[config.mk]
export PLATFORM = sky130hd
export DESIGN_NAME = btn_frontend_4ch_flat
export DESIGN_NICKNAME = d
export VERILOG_FILES = /design/src/rtl/btn_frontend_4ch_pkg.sv /design/src/rtl/btn_frontend_4ch_if.sv /design/src/rtl/btn_frontend_4ch_channel.sv /design/src/rtl/btn_frontend_4ch.sv /design/src/flat_wrapper.sv
export SDC_FILE = /design/constraint.sdc
export NUM_CORES = 1
export LEC_CHECK = 0
export BUFFER_PORTS_ARGS = -buffer_cell sky130_fd_sc_hd__buf_2
export CAP_MARGIN = 20
export CORE_UTILIZATION = 59
export CTS_BUF_LIST = sky130_fd_sc_hd__clkbuf_8
export DETAILED_ROUTE_END_ITERATION = 7
export HOLD_SLACK_MARGIN = 0.05
export PLACE_DENSITY = 0.83
export SKIP_LAST_GASP = 1
export SLEW_MARGIN = 10
export SYNTH_ARGS = -nofsm -noshare
export SYNTH_HDL_FRONTEND = slang
export SYNTH_SLANG_ARGS = --single-unit
[constraint.sdc]
create_clock -name clk -period 2.27 [get_ports clk]
set_clock_uncertainty 0.2 [all_clocks]
set_input_delay 0.1135 -clock clk [delete_from_list [all_inputs] [get_ports clk]]
set_output_delay 0.1135 -clock clk [all_outputs]
set_load 0.05 [all_outputs]
[src/rtl/btn_frontend_4ch_pkg.sv]
// Shared types, default 100 MHz timing and a counter-width helper for the
// push-button front end.
package btn_pkg;

  typedef enum logic [1:0] {
    IDLE    = 2'd0,
    PRESSED = 2'd1,
    HELD    = 2'd2
  } btn_state_t;

  // Defaults for a 100 MHz system clock.
  localparam int DEF_DEBOUNCE_CYC = 1_000_000;    // 10 ms
  localparam int DEF_LONG_CYC     = 100_000_000;  // 1 s
  localparam int DEF_REPEAT_CYC   = 20_000_000;   // 200 ms

  // Width of a counter that runs 0..n-1; never narrower than one bit.
  function automatic int cnt_width(input int n);
    return (n < 2) ? 1 : $clog2(n);
  endfunction

endpackage

[src/rtl/btn_frontend_4ch_if.sv]
// Button bus: raw levels in, debounced level and event strobes out.
interface btn_frontend_4ch_if #(
  parameter int N_BTN = 4
);
  logic [N_BTN-1:0] btn_raw;
  logic [N_BTN-1:0] btn_level;
  logic [N_BTN-1:0] btn_pe;
  logic [N_BTN-1:0] btn_ne;
  logic [N_BTN-1:0] btn_long;
  logic [N_BTN-1:0] btn_rpt;

  // Board / stimulus side.
  modport master (
    output btn_raw,
    input  btn_level, btn_pe, btn_ne, btn_long, btn_rpt
  );

  // Front-end side.
  modport slave (
    input  btn_raw,
    output btn_level, btn_pe, btn_ne, btn_long, btn_rpt
  );
endinterface

[src/rtl/btn_frontend_4ch_channel.sv]
// One button channel: two-flop synchroniser, debounce counter and an
// IDLE/PRESSED/HELD machine producing registered one-cycle strobes.
module btn_channel
  import btn_pkg::*;
#(
  parameter int DEBOUNCE_CYC = DEF_DEBOUNCE_CYC,
  parameter int LONG_CYC     = DEF_LONG_CYC,
  parameter int REPEAT_CYC   = DEF_REPEAT_CYC,
  parameter bit RPT_EN       = 1'b0
) (
  input  logic clk,
  input  logic reset_p,   // active-low, asynchronous
  input  logic btn_raw,
  output logic btn_level,
  output logic btn_pe,
  output logic btn_ne,
  output logic btn_long,
  output logic btn_rpt
);

  localparam int DB_W   = cnt_width(DEBOUNCE_CYC);
  localparam int HOLD_W = cnt_width(LONG_CYC);
  localparam int RPT_W  = cnt_width(REPEAT_CYC);

  localparam logic [DB_W-1:0]   DB_LAST   = DB_W'(DEBOUNCE_CYC - 1);
  localparam logic [HOLD_W-1:0] HOLD_LAST = HOLD_W'(LONG_CYC - 1);
  localparam logic [RPT_W-1:0]  RPT_LAST  = RPT_W'(REPEAT_CYC - 1);

  logic              sync1_q, sync1_d;
  logic              sync2_q, sync2_d;
  logic              level_q, level_d;
  logic [DB_W-1:0]   db_cnt_q, db_cnt_d;
  btn_state_t        state_q, state_d;
  logic [HOLD_W-1:0] hold_cnt_q, hold_cnt_d;
  logic [RPT_W-1:0]  rpt_cnt_q, rpt_cnt_d;
  logic              pe_q, pe_d;
  logic              ne_q, ne_d;
  logic              long_q, long_d;
  logic              rpt_q, rpt_d;

  logic level_rise, level_fall, long_hit, rpt_hit;

  // Synchroniser and debounce: accept a change only after it has been
  // seen for DEBOUNCE_CYC consecutive cycles; any agreement restarts the count.
  always_comb begin
    sync1_d    = btn_raw;
    sync2_d    = sync1_q;
    level_d    = level_q;
    db_cnt_d   = '0;
    level_rise = 1'b0;
    level_fall = 1'b0;
    if (sync2_q != level_q) begin
      if (db_cnt_q == DB_LAST) begin
        level_d    = ~level_q;
        level_rise = ~level_q;
        level_fall = level_q;
      end else begin
        db_cnt_d = db_cnt_q + 1'b1;
      end
    end
  end

  // State register and all flops, including the registered strobes.
  always_ff @(posedge clk or negedge reset_p) begin
    if (!reset_p) begin
      sync1_q    <= 1'b0;
      sync2_q    <= 1'b0;
      level_q    <= 1'b0;
      db_cnt_q   <= '0;
      state_q    <= IDLE;
      hold_cnt_q <= '0;
      rpt_cnt_q  <= '0;
      pe_q       <= 1'b0;
      ne_q       <= 1'b0;
      long_q     <= 1'b0;
      rpt_q      <= 1'b0;
    end else begin
      sync1_q    <= sync1_d;
      sync2_q    <= sync2_d;
      level_q    <= level_d;
      db_cnt_q   <= db_cnt_d;
      state_q    <= state_d;
      hold_cnt_q <= hold_cnt_d;
      rpt_cnt_q  <= rpt_cnt_d;
      pe_q       <= pe_d;
      ne_q       <= ne_d;
      long_q     <= long_d;
      rpt_q      <= rpt_d;
    end
  end

  // Next state and hold/repeat counters; a release overrides any terminal count.
  always_comb begin
    state_d    = state_q;
    hold_cnt_d = hold_cnt_q;
    rpt_cnt_d  = rpt_cnt_q;
    long_hit   = 1'b0;
    rpt_hit    = 1'b0;
    if (level_fall) begin
      state_d    = IDLE;
      hold_cnt_d = '0;
      rpt_cnt_d  = '0;
    end else begin
      case (state_q)
        IDLE: begin
          if (level_rise) begin
            state_d    = PRESSED;
            hold_cnt_d = '0;
          end
        end
        PRESSED: begin
          if (hold_cnt_q == HOLD_LAST) begin
            state_d   = HELD;
            rpt_cnt_d = '0;
            long_hit  = 1'b1;
          end else begin
            hold_cnt_d = hold_cnt_q + 1'b1;
          end
        end
        HELD: begin
          if (rpt_cnt_q == RPT_LAST) begin
            rpt_cnt_d = '0;
            rpt_hit   = 1'b1;
          end else begin
            rpt_cnt_d = rpt_cnt_q + 1'b1;
          end
        end
        default: state_d = IDLE;
      endcase
    end
  end

  // Strobe decode; channels without repeat only echo the press on btn_rpt.
  always_comb begin
    pe_d   = level_rise;
    ne_d   = level_fall;
    long_d = long_hit;
    rpt_d  = level_rise | (RPT_EN & (long_hit | rpt_hit));
  end

  assign btn_level = level_q;
  assign btn_pe    = pe_q;
  assign btn_ne    = ne_q;
  assign btn_long  = long_q;
  assign btn_rpt   = rpt_q;

endmodule

[src/rtl/btn_frontend_4ch.sv]
// Four-channel push-button front end: one independent btn_channel per button.
module btn_frontend_4ch
  import btn_pkg::*;
#(
  parameter int             N_BTN        = 4,
  parameter int             DEBOUNCE_CYC = DEF_DEBOUNCE_CYC,
  parameter int             LONG_CYC     = DEF_LONG_CYC,
  parameter int             REPEAT_CYC   = DEF_REPEAT_CYC,
  parameter logic [N_BTN-1:0] RPT_MASK   = N_BTN'(4'b1100)
) (
  input  logic               clk,
  input  logic               reset_p,   // active-low, asynchronous
  btn_frontend_4ch_if.slave  bus
);

  logic [N_BTN-1:0] level_w, pe_w, ne_w, long_w, rpt_w;

  for (genvar gi = 0; gi < N_BTN; gi++) begin : g_ch
    btn_channel #(
      .DEBOUNCE_CYC (DEBOUNCE_CYC),
      .LONG_CYC     (LONG_CYC),
      .REPEAT_CYC   (REPEAT_CYC),
      .RPT_EN       (RPT_MASK[gi])
    ) u_ch (
      .clk       (clk),
      .reset_p   (reset_p),
      .btn_raw   (bus.btn_raw[gi]),
      .btn_level (level_w[gi]),
      .btn_pe    (pe_w[gi]),
      .btn_ne    (ne_w[gi]),
      .btn_long  (long_w[gi]),
      .btn_rpt   (rpt_w[gi])
    );
  end

  assign bus.btn_level = level_w;
  assign bus.btn_pe    = pe_w;
  assign bus.btn_ne    = ne_w;
  assign bus.btn_long  = long_w;
  assign bus.btn_rpt   = rpt_w;

endmodule

[src/flat_wrapper.sv]
// flat-port wrapper written by rule: the top's interface ports become plain ports
module btn_frontend_4ch_flat import btn_pkg::*;
#(
  parameter int             N_BTN        = 4,
  parameter int             DEBOUNCE_CYC = DEF_DEBOUNCE_CYC,
  parameter int             LONG_CYC     = DEF_LONG_CYC,
  parameter int             REPEAT_CYC   = DEF_REPEAT_CYC,
  parameter logic [N_BTN-1:0] RPT_MASK   = N_BTN'(4'b1100)
)
  (clk, reset_p, bus_btn_raw, bus_btn_level, bus_btn_pe, bus_btn_ne, bus_btn_long, bus_btn_rpt);
  btn_frontend_4ch_if #(.N_BTN(N_BTN)) bus_i ();
  input  logic clk;
  input  logic reset_p;
  input wire logic [$bits(bus_i.btn_raw)-1:0] bus_btn_raw;
  output wire logic [$bits(bus_i.btn_level)-1:0] bus_btn_level;
  output wire logic [$bits(bus_i.btn_pe)-1:0] bus_btn_pe;
  output wire logic [$bits(bus_i.btn_ne)-1:0] bus_btn_ne;
  output wire logic [$bits(bus_i.btn_long)-1:0] bus_btn_long;
  output wire logic [$bits(bus_i.btn_rpt)-1:0] bus_btn_rpt;
  assign bus_i.btn_raw = bus_btn_raw;
  assign bus_btn_level = bus_i.btn_level;
  assign bus_btn_pe = bus_i.btn_pe;
  assign bus_btn_ne = bus_i.btn_ne;
  assign bus_btn_long = bus_i.btn_long;
  assign bus_btn_rpt = bus_i.btn_rpt;
  btn_frontend_4ch #(.N_BTN(N_BTN), .DEBOUNCE_CYC(DEBOUNCE_CYC), .LONG_CYC(LONG_CYC), .REPEAT_CYC(REPEAT_CYC), .RPT_MASK(RPT_MASK)) u_core (.clk(clk), .reset_p(reset_p), .bus(bus_i));
endmodule
-- Word level (Yosys, flattened, before mapping)
Index checks and enable logic that the tools add are counted.
Widths: inputs -> output; s select.
- mux-type cells: 82
- bitwise logic cells: 8
- add/subtract/negate cells: 10
- equal/unequal tests: 38
- reduce and logical (&&, ||, !) cells: 24
- operators with widths (operator ; count):
    $mux 27 ; 12
    $pmux 27 s2 ; 4
    $mux 20 ; 8
    $mux 25 ; 6
    $add 27x1->27 const B ; 4
    $eq 27x27->1 const B ; 4
    $pmux 25 s2 ; 2
    $add 20x1->20 const B ; 4
    $eq 20x20->1 const B ; 4
    $add 25x1->25 const B ; 2
    $eq 25x25->1 const B ; 2
    $ne 3x3->1 const B ; 12
    $mux 1 ; 34
    $mux 2 ; 12
    $pmux 2 s3 ; 4
    $reduce_and 3->1 ; 8
    $reduce_bool 3->1 ; 6
    $reduce_and 2->1 ; 6
    $eq 2x1->1 const B ; 4
    $eq 2x2->1 const B ; 4
    $logic_not 2->1 ; 4
    $ne 2x2->1 const B ; 4
    $ne 1x1->1 ; 4
    $not 1->1 ; 4
    $or 1x1->1 ; 4
- flip-flop bits (word level): 272
- bits of input ports: 6
- output and inout bits: 20
- word-level logic and storage cells: 202

-- Logic depth before layout (Yosys ltp)
Gate-level depths: netlist of the first run.
- word-level depth: 6
- depth in mapped cells: 10
- gate-level depth less buffers: 8

-- Hierarchy
A second synthesis of the first run with hierarchy kept.
- cell total of the unflattened synthesis: 1645
- area, all modules: 15224.6 µm²
- modules (own cells, without submodules) (module ; seq. area each (µm²) ; area each (µm²) ; times used ; cells each):
    btn_channel (u_core.g_ch[2].u_ch) ; 2026.9 ; 4615.7 ; 1 ; 503
    btn_channel (u_core.g_ch[3].u_ch) ; 2026.9 ; 4521.8 ; 1 ; 486
    btn_channel (u_core.g_ch[0].u_ch) ; 1376.3 ; 3075.4 ; 1 ; 331
    btn_channel (u_core.g_ch[1].u_ch) ; 1376.3 ; 3011.6 ; 1 ; 325

-- Worst setup path before layout of the first run
No wires, ideal clock.
- path type: flip-flop to flip-flop
- start point: reg u_core.g_ch[2].u_ch.db_cnt_q[0]
- end point: reg u_core.g_ch[2].u_ch.hold_cnt_q[0]
- data arrival time: 2.107 ns
- buffers on the path: 2
- period minus slack after synthesis: 2.431 ns
- library setup time: 0.125 ns
- data required time: 1.945 ns
- cell stages (with the launch flop): 9
- slack: -0.161 ns
- cells stage by stage: dfrtp_1 ha_1 nand3_2 or4_1 buf_6 o21ai_4 nor2_4 buf_6 mux2_2
- longest elaborated chain between the ends: 5
- elaborated cells between the ends (all ways): 10
- classes of those cells: 3 x eq/ne; 5 x mux; 2 x reduce/logical
- ends and longest elaborated chain (what ; RTL line ; text):
    start, declared ; btn_frontend_4ch_channel.sv:32 ; logic [DB_W-1:0] db_cnt_q, db_cnt_d;
    start signal, assigned ; btn_frontend_4ch_channel.sv:81 ; db_cnt_q <= db_cnt_d;
    $eq 20x20->1 (*) ; btn_frontend_4ch_channel.sv:53 ; if (db_cnt_q == DB_LAST) begin
    $mux 1 ; btn_frontend_4ch_channel.sv:53 ;
    $mux 1 ; btn_frontend_4ch_channel.sv:52 ; if (sync2_q != level_q) begin
    $ne 3x3->1 (no source line) or $reduce_bool 3->1 (tied branches) ; n/a ;
    $reduce_and 3->1 (no source line) ; n/a ;
    end signal, assigned ; btn_frontend_4ch_channel.sv:83 ; hold_cnt_q <= hold_cnt_d;
    end, declared ; btn_frontend_4ch_channel.sv:34 ; logic [HOLD_W-1:0] hold_cnt_q, hold_cnt_d;
Every way passes the cells marked *; elsewhere a longest branch is shown, timed or not.
A chain may end at the register's enable or synchronous reset.

-- Final worst setup path of the first run
- start point: reg u_core.g_ch[2].u_ch.rpt_cnt_q[1]
- end point: reg u_core.g_ch[2].u_ch.rpt_cnt_q[20]
- longest elaborated chain between the ends: 4
- elaborated cells between the ends (all ways): 5
- classes of those cells: 1 x add/sub; 1 x eq/ne; 3 x mux
- ends and longest elaborated chain (what ; RTL line ; text):
    start, declared ; btn_frontend_4ch_channel.sv:35 ; logic [RPT_W-1:0] rpt_cnt_q, rpt_cnt_d;
    start signal, assigned ; btn_frontend_4ch_channel.sv:84 ; rpt_cnt_q <= rpt_cnt_d;
    $add 25x1->25 or $eq 25x25->1 (tied branches) ; btn_frontend_4ch_channel.sv:125, btn_frontend_4ch_channel.sv:121 ;
    $mux 25 (*) ; btn_frontend_4ch_channel.sv:121 ; if (rpt_cnt_q == RPT_LAST) begin
    $pmux 25 s2 (*) ; btn_frontend_4ch_channel.sv:104 ; case (state_q)
    $mux 25 (*) ; btn_frontend_4ch_channel.sv:99 ; if (level_fall) begin
Marks and branches as above.

==> impl_metrics.ini, run 1 <==
[power_and_ir_drop]
total_power_mw = 9.612
seqPwrFrac_pct = 50.9
combPwrFrac_pct = 2.7
peakVddDrop_uv = 605.6
powerDensity_mw_per_mm2 = 503.0
power_switching_mw = 2.239
swShare_pct = 23.29
cellInternalPower_mw = 7.374
p_leak_nw = 8.433
clock_power_share_pct = 46.4

[sta]
holdWs_ns = 0.1557
setup_slack_ns = -0.3257
max_slew_margin_pct = 56.55
rsz0062_at_grt = true
min_period_ns = 2.596
fmaxAchievable_ghz = 0.3853
worstMarginPinSlew_ns = 0.6494
finalHoldViolCount = 0
final_max_slew_viol_count = 0
min_period_over_period_pct = 114.3
setup-violations-final = 96

[worst_setup_path]
path_cells = ha_2 > and3_4 > buf_4 > nand4_1 > buf_4 > nor2_1 > a311oi_1 > o21ai_2 > o21ai_1
crit_path_end = u_core.g_ch[2].u_ch.rpt_cnt_q[20]$_DFFE_PN0P_
r2r_end = u_core.g_ch[2].u_ch.rpt_cnt_q[20]$_DFFE_PN0P_
cp_common_cell = buf_4
crit_fanout = 4
ff2ff_path_depth = 9
crit_arrival_ns = 2.84
crit_start = u_core.g_ch[2].u_ch.rpt_cnt_q[1]$_DFFE_PN0P_
criticalPathCategory = flop to flop
required_ns = 2.52
r2r_start = u_core.g_ch[2].u_ch.rpt_cnt_q[1]$_DFFE_PN0P_
crit_slowest_cell = dfrtp_1
crit_path_start_kind = flop
end_kind = flop
cpPeakStageDelay_ns = 0.44
reg2reg_slack_ns = -0.33

[synth]
synth_ff_type = dfrtp_1
yosys-top-cells-area = dfrtp_1, nor2_1, nand3_1
synth_nets = 1630
synth-seq-cells = 272
synth_warnings = 0
synth.most_common_cell = dfrtp_1
synth_largest_area_cell = dfrtp_1
synth_edf_count = 0
async_reset_ff_share_pct = 100.0
synthCells = 1614
syn-mean-instance-area_um2 = 8.972
synth_top_cell_area_share_pct = 47.00
synth_common_cells = dfrtp_1, nor2_1, nand2_1
netlist_area_mm2 = 0.01448
synth_seq_area_share_pct = 47.00
synth_cell_types = 75

[hold_path]
hold_path.class = flop to flop
hp-start = u_core.g_ch[0].u_ch.sync1_q$_DFF_PN0_

[clocking]
clkSinkCount = 272
cts_buffer_depth = 3
root_buffer = clkbuf_8
path_clk_slew_ns = 0.07
htreeDepth = 2
cts_tree = yes
numCtsBuffers = 45
clock_latency_ns = 0.57

[outcome]
outcome = finished with violations
violations = negative setup slack

[cells_and_area]
antenna_cells = 0
finalInstanceArea_mm2 = 0.01911
post-route-util_pct = 80.45
drive_gt1_share_pct = 29.48
synthToLayoutAreaGrowth_pct = 31.96
nNetsFinal = 1933

[die]
dieArea_mm2 = 0.02517
core_area_mm2 = 0.02375
pin_count = 26
core.rowCount = 56
die_w_um = 158.7
die-height_um = 158.7
start_util_pct = 60.97

[global_routing]
met1_usage_pct = 36.24
first_global_vias = 13080
track_usage_pct = 28.77
top_usage_layer = met2
use_met2_pct = 49.67
use_met3_pct = 4.790
grt_antenna_before_repair = 0
grt_max_degree = 74
grt_pass1_wl_mm = 59.21
overflow = 0

[detailed_routing]
vias_per_cell = 6.525
drc = 0
routed_wl_mm = 45.21
drt_iter0_markers = 1677
drt-pass1-iter-count = 6
dr_total_vias = 14790
wl_per_cell_um = 19.95
ant_nets = 0

[placement]
place_area_mm2 = 0.01657
place_congestion = 0.8631
hpwl_mm = 22.82
port-buffer-count = 25

[run]
drv_cap = 0
repair_timing:
| action | 4_1_cts | 5_1_grt |
|---|---|---|
| pin swaps | 20 | 98 |
| endpoints found under the setup margin | 114 | 173 |
| cloned | 4 | 12 |
| gates resized for setup | 57 | 216 |
| setup buffers | 10 | 39 |
| hold endpoints to repair | 276 | 0 |
| hold buffers | 10 | 0 |
metrics by stage:
step | instances | worst slack, ns | setup TNS (ns)
3_5_place_dp | 2117 | -0.1777 | -5.087
5_1_grt | 2266 | -0.3218 | -15.14
3_3_place_gp | 2117 | -0.09700 | -1.585
2_1_floorplan | 1614 | -0.01973 | -0.01973
4_1_cts | 2218 | -0.06915 | -1.149
6_report | 2266 | -0.3257 | -7.269
power by group through the flow:
stage | Clock (mW) | Sequential [mW] | Combinational [mW]
floorplan | 0 | 4.98 | 0.0533
global placement | 0 | 4.98 | 0.221
detailed placement | 0 | 4.98 | 0.226
CTS | 4.44 | 4.89 | 0.245
global route | 4.69 | 4.89 | 0.292
finish | 4.46 | 4.89 | 0.258
cells in the final DEF, fill, tap and decap left out, types with 36 or more instances in the layout:
master    synthesis  final
nand4_1          46     46
buf_4            25    239
o21ai_1          48     65
nand2_1         137    132
nor3_1           46     36
clkbuf_8          0     55
dfrtp_1         272    271
nor2_1          160    155
buf_6             8     40
o21ai_0         102     59
and3_1           61     53
inv_1            52     65
a21oi_1         100     65
or3_1            47     43
nand3_1         117    109
worst min-delay path by stage:
stage | depth (start not counted) | slack (ns) | end
3_3_place_gp | 1 | -0.06 | u_core.g_ch[0].u_ch.hold_cnt_q[14]$_DFFE_PN0P_
4_1_cts | 0 | 0.15 | u_core.g_ch[2].u_ch.sync2_q$_DFF_PN0_
5_1_grt | 0 | 0.16 | u_core.g_ch[2].u_ch.sync2_q$_DFF_PN0_
2_1_floorplan | 0 | -0.38 | u_core.g_ch[0].u_ch.btn_level$_DFFE_PN0P_
3_5_place_dp | 1 | -0.06 | u_core.g_ch[0].u_ch.hold_cnt_q[14]$_DFFE_PN0P_
6_report | 0 | 0.16 | u_core.g_ch[0].u_ch.sync2_q$_DFF_PN0_
cells by family (layout without fill, tap and decap cells):
kind of cell | count (synthesis) | after routing | share of synthesized area [%]
multiplexers | 20 | 20 | 1.417
AND/OR/NAND/NOR | 763 | 770 | 28.10
flip-flops | 272 | 272 | 47.00
XOR/XNOR | 59 | 59 | 3.568
buffers and inverters | 135 | 461 | 4.700
adder cells (fa/ha/maj) | 10 | 10 | 0.8640
AO/OA/AOI/OAI | 355 | 355 | 14.35
worst max-delay path, delay by kind of cell, from the launching register on:
| family | cells | cell delay [ns] |
|---|---|---|
| fa+ha+maj | 1 | 0.26 |
| compound gates | 3 | 0.47 |
| flops | 1 | 0.44 |
| simple gates | 3 | 0.80 |
| buf+inv | 2 | 0.31 |
registers in the layout, indices dropped and copies added (netlist names):
| signal | count |
|---|---|
| u_core.g_ch.u_ch.sync1_q | 4 |
| u_core.g_ch.u_ch.btn_level | 4 |
| u_core.g_ch.u_ch.rpt_cnt_q | 50 |
| u_core.g_ch.u_ch.btn_ne | 4 |
| u_core.g_ch.u_ch.state_q | 8 |
| u_core.g_ch.u_ch.btn_pe | 2 |
| u_core.g_ch.u_ch.btn_rpt | 4 |
| u_core.g_ch.u_ch.db_cnt_q | 80 |
| u_core.g_ch.u_ch.sync2_q | 4 |
| u_core.g_ch.u_ch.btn_long | 4 |
| u_core.g_ch.u_ch.hold_cnt_q | 108 |
layout make-up:
type	count	area, um2
well taps	319	399.1
clock buffers	55	757.0
repair buffers	331	2795
flip-flops and latches	272	6808
clock inverters	22	148.9
fillers	1272	4643
inverters	53	203.9
multi-input cells	1214	7998
per-layer routing:
metal	vias up	part of all wire, %
met4	0	5.7
met1	7120	37
li1	6470	-
met3	263	7.8
met2	933	50
met5	-	0
(Power assumes the default switching activity.)
==> run 2: changes to the inputs <==
==> constraint.sdc (replaced) <==
create_clock -name clk -period 2.3 [get_ports clk]
set_clock_uncertainty 0.2 [all_clocks]
set_input_delay 0.115 -clock clk [delete_from_list [all_inputs] [get_ports clk]]
set_output_delay 0.115 -clock clk [all_outputs]
set_load 0.05 [all_outputs]
==> impl_metrics.ini, run 2 (synthesis gave the netlist of run 1 again) <==
[power_and_ir_drop]
p_leak_nw = 8.401
total_power_mw = 9.314
peakVddDrop_uv = 446.2
powerDensity_mw_per_mm2 = 487.5

[cells_and_area]
final_cell_mix = dfrtp_1, buf_4, nor2_1, nand2_1, nand3_1
drive_gt1_share_pct = 28.98
top_regs = u_core.g_ch.u_ch.hold_cnt_q: 108 flops, u_core.g_ch.u_ch.db_cnt_q: 80 flops, u_core.g_ch.u_ch.rpt_cnt_q: 50 flops
nNetsFinal = 1924
multi_input_area_mm2 = 0.008060
synthToLayoutAreaGrowth_pct = 31.92
regArea_mm2 = 0.006809
post-route-util_pct = 80.43
fillCellCount = 1304
top_register = u_core.g_ch.u_ch.hold_cnt_q
largest_register_ffs = 108
fin_cells = 2258
final_common_cell = dfrtp_1
antenna_cells = 0

[worst_setup_path]
crit_path_start_kind = flop
r2r_start = u_core.g_ch[3].u_ch.hold_cnt_q[19]$_DFFE_PN0P_
crit_start = u_core.g_ch[3].u_ch.hold_cnt_q[19]$_DFFE_PN0P_
crit_path_end = u_core.g_ch[3].u_ch.hold_cnt_q[17]$_DFFE_PN0P_
ff2ff_path_depth = 7
r2r_end = u_core.g_ch[3].u_ch.hold_cnt_q[17]$_DFFE_PN0P_
required_ns = 2.56
crit_arrival_ns = 2.77
end_kind = flop
path_cells = nor4b_1 > and4_2 > a31oi_1 > or3_4 > buf_12 > buf_6 > a31oi_2
crit_fanout = 6
reg2reg_slack_ns = -0.20
crit_slowest_cell = or3_4
criticalPathCategory = flop to flop
cpPeakStageDelay_ns = 0.46

[global_routing]
track_usage_pct = 29.01
overflow = 0
grt_max_degree = 73
grt_pass1_wl_mm = 59.77
grt_antenna_before_repair = 0
first_global_vias = 13140

[sta]
min_period_over_period_pct = 108.9
final_max_slew_viol_count = 0
fmaxAchievable_ghz = 0.3993
worstMarginPinSlew_ns = 0.6275
setup_slack_ns = -0.2041
min_period_ns = 2.504
setup-violations-final = 90
max_slew_margin_pct = 58.07
finalHoldViolCount = 0
rsz0062_at_grt = true

[outcome]
violations = negative setup slack
outcome = finished with violations

[run]
drv_cap = 0

[die]
start_util_pct = 60.97
die-height_um = 158.7
core_area_mm2 = 0.02375
die_w_um = 158.7
pin_count = 26
dieArea_mm2 = 0.02517
core.rowCount = 56

[detailed_routing]
vias_per_cell = 6.301
wl_per_cell_um = 18.54
drt_iter0_markers = 1552
routed_wl_mm = 41.86
drc = 0
ant_nets = 0
dr_total_vias = 14230
drt-pass1-iter-count = 8

[clocking]
root_buffer = clkbuf_8
clock_latency_ns = 0.57
clkSinkCount = 272
cts_buffer_depth = 3
htreeDepth = 2
numCtsBuffers = 45
path_clk_slew_ns = 0.06
cts_tree = yes

[hold_path]
hold_path.class = flop to flop

[placement]
place_congestion = 0.8815
place_worst_setup_slack_ns = -0.4463
placedCellCount = 2115
port-buffer-count = 25
hpwl_mm = 22.62
-- run 2: changes by cell type in the layout (fill, tap and decap cells not counted), moves of 5 or more --
cell	previous run	this run
a21oi_1	65	71
a21oi_2	34	26
buf_6	40	34
buf_8	2	7
o21ai_0	59	51
o21ai_1	65	71
-- run 2: worst min path at each step --
stage / startpoint / to / slack, ns / cells past startpoint
2_1_floorplan: reset_p / u_core.g_ch[0].u_ch.btn_level$_DFFE_PN0P_ / -0.38 / 0
3_3_place_gp: reset_p / u_core.g_ch[0].u_ch.db_cnt_q[17]$_DFF_PN0_ / -0.07 / 1
3_5_place_dp: reset_p / u_core.g_ch[0].u_ch.sync2_q$_DFF_PN0_ / -0.07 / 1
4_1_cts: u_core.g_ch[2].u_ch.sync1_q$_DFF_PN0_ / u_core.g_ch[2].u_ch.sync2_q$_DFF_PN0_ / 0.15 / 0
5_1_grt: u_core.g_ch[2].u_ch.sync1_q$_DFF_PN0_ / u_core.g_ch[2].u_ch.sync2_q$_DFF_PN0_ / 0.16 / 0
6_report: u_core.g_ch[2].u_ch.sync1_q$_DFF_PN0_ / u_core.g_ch[2].u_ch.sync2_q$_DFF_PN0_ / 0.15 / 0
-- run 2: timing repair --
item	in CTS	in global routing
cloned	7	7
buffers inserted	13	34
hold buffers	10	0
hold endpoints to repair	276	0
pin swaps	15	79
setup endpoints to repair	121	153
resized for setup	64	233
-- run 2: final cells by class --
cell class	instances	share of cell area [%]
Multi-Input combinational cell	1213	42.19
Sequential cell	272	35.64
Timing Repair Buffer	323	14.41
Clock buffer	58	4.179
Tap cell	319	2.089
Inverter	53	1.054
Clock inverter	20	0.4323
-- run 2: through the flow --
stage	instance area, um2	hold slack (ns)	TNS (ns)
after detailed placement	16530	-0.06525	-12.56
after global routing	19100	0.1587	-16.63
after global placement	16530	-0.07017	-6.567
final	19100	0.1463	-5.918
after floorplan	14540	-0.3806	-0.03576
after CTS	17930	0.1472	-3.375
-- run 2: per-layer routing --
metal	GRT usage [%]	up-vias	share of wire [%]
met4	10.30	0	3.7
met5	0	-	0
met2	50.69	689	50
met1	36.54	6922	39
li1	-	6439	-
met3	4.355	177	6.7
-- run 2: where the power goes --
| part | leakage (nW) | switching, mW | internal (mW) | total (mW) |
|---|---|---|---|---|
| logic | 4.12 | 0.152 | 0.0813 | 0.233 |
| registers | 3.77 | 0.0193 | 4.81 | 4.83 |
| clock network | 0.515 | 2.00 | 2.25 | 4.25 |
| total | 8.40 | 2.17 | 7.14 | 9.31 |
-- run 2: critical path: cells and delay by family (launching register included) --
family                 cells  cell delay (ns)
AOI/OAI and AO/OA          2             0.31
buffers and inverters      2             0.29
DFF                        1             0.43
and+or+nand+nor            3             1.17
==> run 3: changes to the inputs <==
--- a/config.mk
+++ b/config.mk
@@ -5,11 +5,11 @@
 export SDC_FILE = /design/constraint.sdc
 export NUM_CORES = 1
 export LEC_CHECK = 0
-export BUFFER_PORTS_ARGS = -buffer_cell sky130_fd_sc_hd__buf_2
 export CAP_MARGIN = 20
-export CORE_UTILIZATION = 59
+export CORE_UTILIZATION = 60
 export CTS_BUF_LIST = sky130_fd_sc_hd__clkbuf_8
 export DETAILED_ROUTE_END_ITERATION = 7
+export DONT_BUFFER_PORTS = 1
 export HOLD_SLACK_MARGIN = 0.05
 export PLACE_DENSITY = 0.83
 export SKIP_LAST_GASP = 1
==> impl_metrics.ini, run 3 (synthesis gave the netlist of run 1 again) <==
[power_and_ir_drop]
combPwrFrac_pct = 1.2
peakVddDrop_uv = 657.6
clock_power_share_pct = 47.0
power_switching_mw = 2.097
swShare_pct = 22.47
cellInternalPower_mw = 7.235
p_leak_nw = 8.119
powerDensity_mw_per_mm2 = 500.9
seqPwrFrac_pct = 51.8

[sta]
fin_setup_tns_ns = -12.34
setup_slack_ns = -0.3458
final_max_slew_viol_count = 0
finalHoldViolCount = 272
fmaxAchievable_ghz = 0.3780
max_slew_margin_pct = 41.27
min_period_ns = 2.646
holdWs_ns = -0.9510
setup-violations-final = 109
rsz0062_at_grt = true
min_period_over_period_pct = 115.0
worstMarginPinSlew_ns = 0.8816

[cells_and_area]
antenna_cells = 0
final_common_cell = dfrtp_1
final_cell_mix = dfrtp_1, buf_4, nor2_1, nand2_1, nand3_1
nNetsFinal = 1883
largest_register_ffs = 108
fillCellCount = 1373
top_regs = u_core.g_ch.u_ch.hold_cnt_q: 108 flops, u_core.g_ch.u_ch.db_cnt_q: 80 flops, u_core.g_ch.u_ch.rpt_cnt_q: 50 flops
top_register = u_core.g_ch.u_ch.hold_cnt_q
drive_gt1_share_pct = 26.74
synthToLayoutAreaGrowth_pct = 28.64
finalInstanceArea_mm2 = 0.01863

[placement]
place_area_mm2 = 0.01618
place_congestion = 0.8616
port-buffer-count = 0
hpwl_mm = 22.20

[die]
die-height_um = 157.4
core_area_mm2 = 0.02354
core.rowCount = 56
dieArea_mm2 = 0.02476
pin_count = 26
start_util_pct = 61.51
die_w_um = 157.4

[worst_setup_path]
crit_arrival_ns = 2.89
r2r_end = u_core.g_ch[2].u_ch.rpt_cnt_q[11]$_DFFE_PN0P_
crit_path_start_kind = flop
criticalPathCategory = flop to flop
reg2reg_slack_ns = -0.35
end_kind = flop
crit_fanout = 11
r2r_start = u_core.g_ch[2].u_ch.rpt_cnt_q[17]$_DFFE_PN0P_
required_ns = 2.54
ff2ff_path_depth = 7

[outcome]
violations = negative hold slack, negative setup slack
outcome = finished with violations

[run]
drv_cap = 0

[clocking]
clkSinkCount = 272
cts_tree = yes
htreeDepth = 2
cts_buffer_depth = 3
hold_buffers = 8
numCtsBuffers = 46
path_clk_slew_ns = 0.07
root_buffer = clkbuf_8
clock_latency_ns = 0.60

[detailed_routing]
ant_nets = 0
vias_per_cell = 6.453
wl_per_cell_um = 19.26
drt-pass1-iter-count = 5
drc = 0
dr_total_vias = 14320
routed_wl_mm = 42.75
drt_iter0_markers = 1563

[global_routing]
grt_antenna_before_repair = 0
first_global_vias = 12740
overflow = 0
grt_pass1_wl_mm = 57.68
grt_max_degree = 273
track_usage_pct = 28.14

[hold_path]
hold_path.class = primary input to async pin
run 3: cell count changes in the layout (fill, tap and decap cells not counted), sizes merged:
cell         delta
or2             +1
bufinv          +1
dlygate4sd3     -2
clkbuf          +2
inv             +2
buf            -44
nor2            +1
run 3: repair_timing:
action | 4_1_cts | 5_1_grt
gates cloned | 3 | 15
pin swaps | 5 | 77
setup buffers | 10 | 39
resized for setup | 32 | 226
endpoints found under the hold margin | 276 | 272
setup endpoints to repair | 119 | 161
run 3: worst max-delay path, stage by stage, from the launching register on:
cell     delay (ns)
dfrtp_1        0.39
nor4b_1        0.49
nand4_1        0.36
o31ai_4        0.48
buf_4          0.22
nor2_4         0.10
a21oi_2        0.17
mux2i_1        0.11
run 3: worst max-delay path by stage:
stage          depth (start not counted)                                          start  slack [ns]                                             end
6_report                               7  u_core.g_ch[2].u_ch.rpt_cnt_q[17]$_DFFE_PN0P_       -0.35   u_core.g_ch[2].u_ch.rpt_cnt_q[11]$_DFFE_PN0P_
5_1_grt                                7  u_core.g_ch[2].u_ch.rpt_cnt_q[16]$_DFFE_PN0P_       -0.31    u_core.g_ch[2].u_ch.rpt_cnt_q[2]$_DFFE_PN0P_
4_1_cts                               10      u_core.g_ch[2].u_ch.db_cnt_q[7]$_DFF_PN0_       -0.11  u_core.g_ch[2].u_ch.hold_cnt_q[13]$_DFFE_PN0P_
3_5_place_dp                           7   u_core.g_ch[2].u_ch.rpt_cnt_q[1]$_DFFE_PN0P_       -0.18   u_core.g_ch[2].u_ch.rpt_cnt_q[13]$_DFFE_PN0P_
3_3_place_gp                           7   u_core.g_ch[2].u_ch.rpt_cnt_q[0]$_DFFE_PN0P_       -0.07   u_core.g_ch[2].u_ch.rpt_cnt_q[13]$_DFFE_PN0P_
2_1_floorplan                          6     u_core.g_ch[2].u_ch.db_cnt_q[11]$_DFF_PN0_       -0.03   u_core.g_ch[2].u_ch.hold_cnt_q[0]$_DFFE_PN0P_
run 3: final cells by class:
type / instances / area, um2 / share of cell area [%]
Clock inverter: 23 / 120.1 / 0.6448
Tap cell: 319 / 399.1 / 2.143
Clock buffer: 58 / 798.3 / 4.285
Sequential cell: 272 / 6815 / 36.58
Multi-Input combinational cell: 1215 / 7900 / 42.41
Timing Repair Buffer: 279 / 2392 / 12.84
Inverter: 53 / 203.9 / 1.095
run 3: power groups by stage:
stage	combinational, mW	sequential (mW)	clock (mW)
final	0.116	4.83	4.38
after global routing	0.125	4.83	4.63
after CTS	0.107	4.83	4.39
after detailed placement	0.0957	4.92	0
after global placement	0.0900	4.91	0
after floorplan	0.0526	4.91	0
run 3: per-stage QoR:
step	hold slack (ns)	setup slack (ns)	power, mW	utilization, %	std cells
after global routing	-0.9759	-0.3106	9.584	79.13	2219
after floorplan	-0.3806	-0.02946	4.967	-	1614
after global placement	-0.3730	-0.06873	5.002	68.73	2068
final	-0.9510	-0.3458	9.332	79.13	2219
after CTS	-0.9658	-0.1063	9.324	73.91	2170
after detailed placement	-0.3730	-0.1770	5.011	68.73	2068
run 3: routing by layer:
layer,vias to the layer above,track usage [%],routed length (um)
met4,0,9.894,2115
met5,-,0,0
met2,822,47.39,21350
li1,6365,-,-
met1,6910,36.75,16360
met3,223,4.681,2918
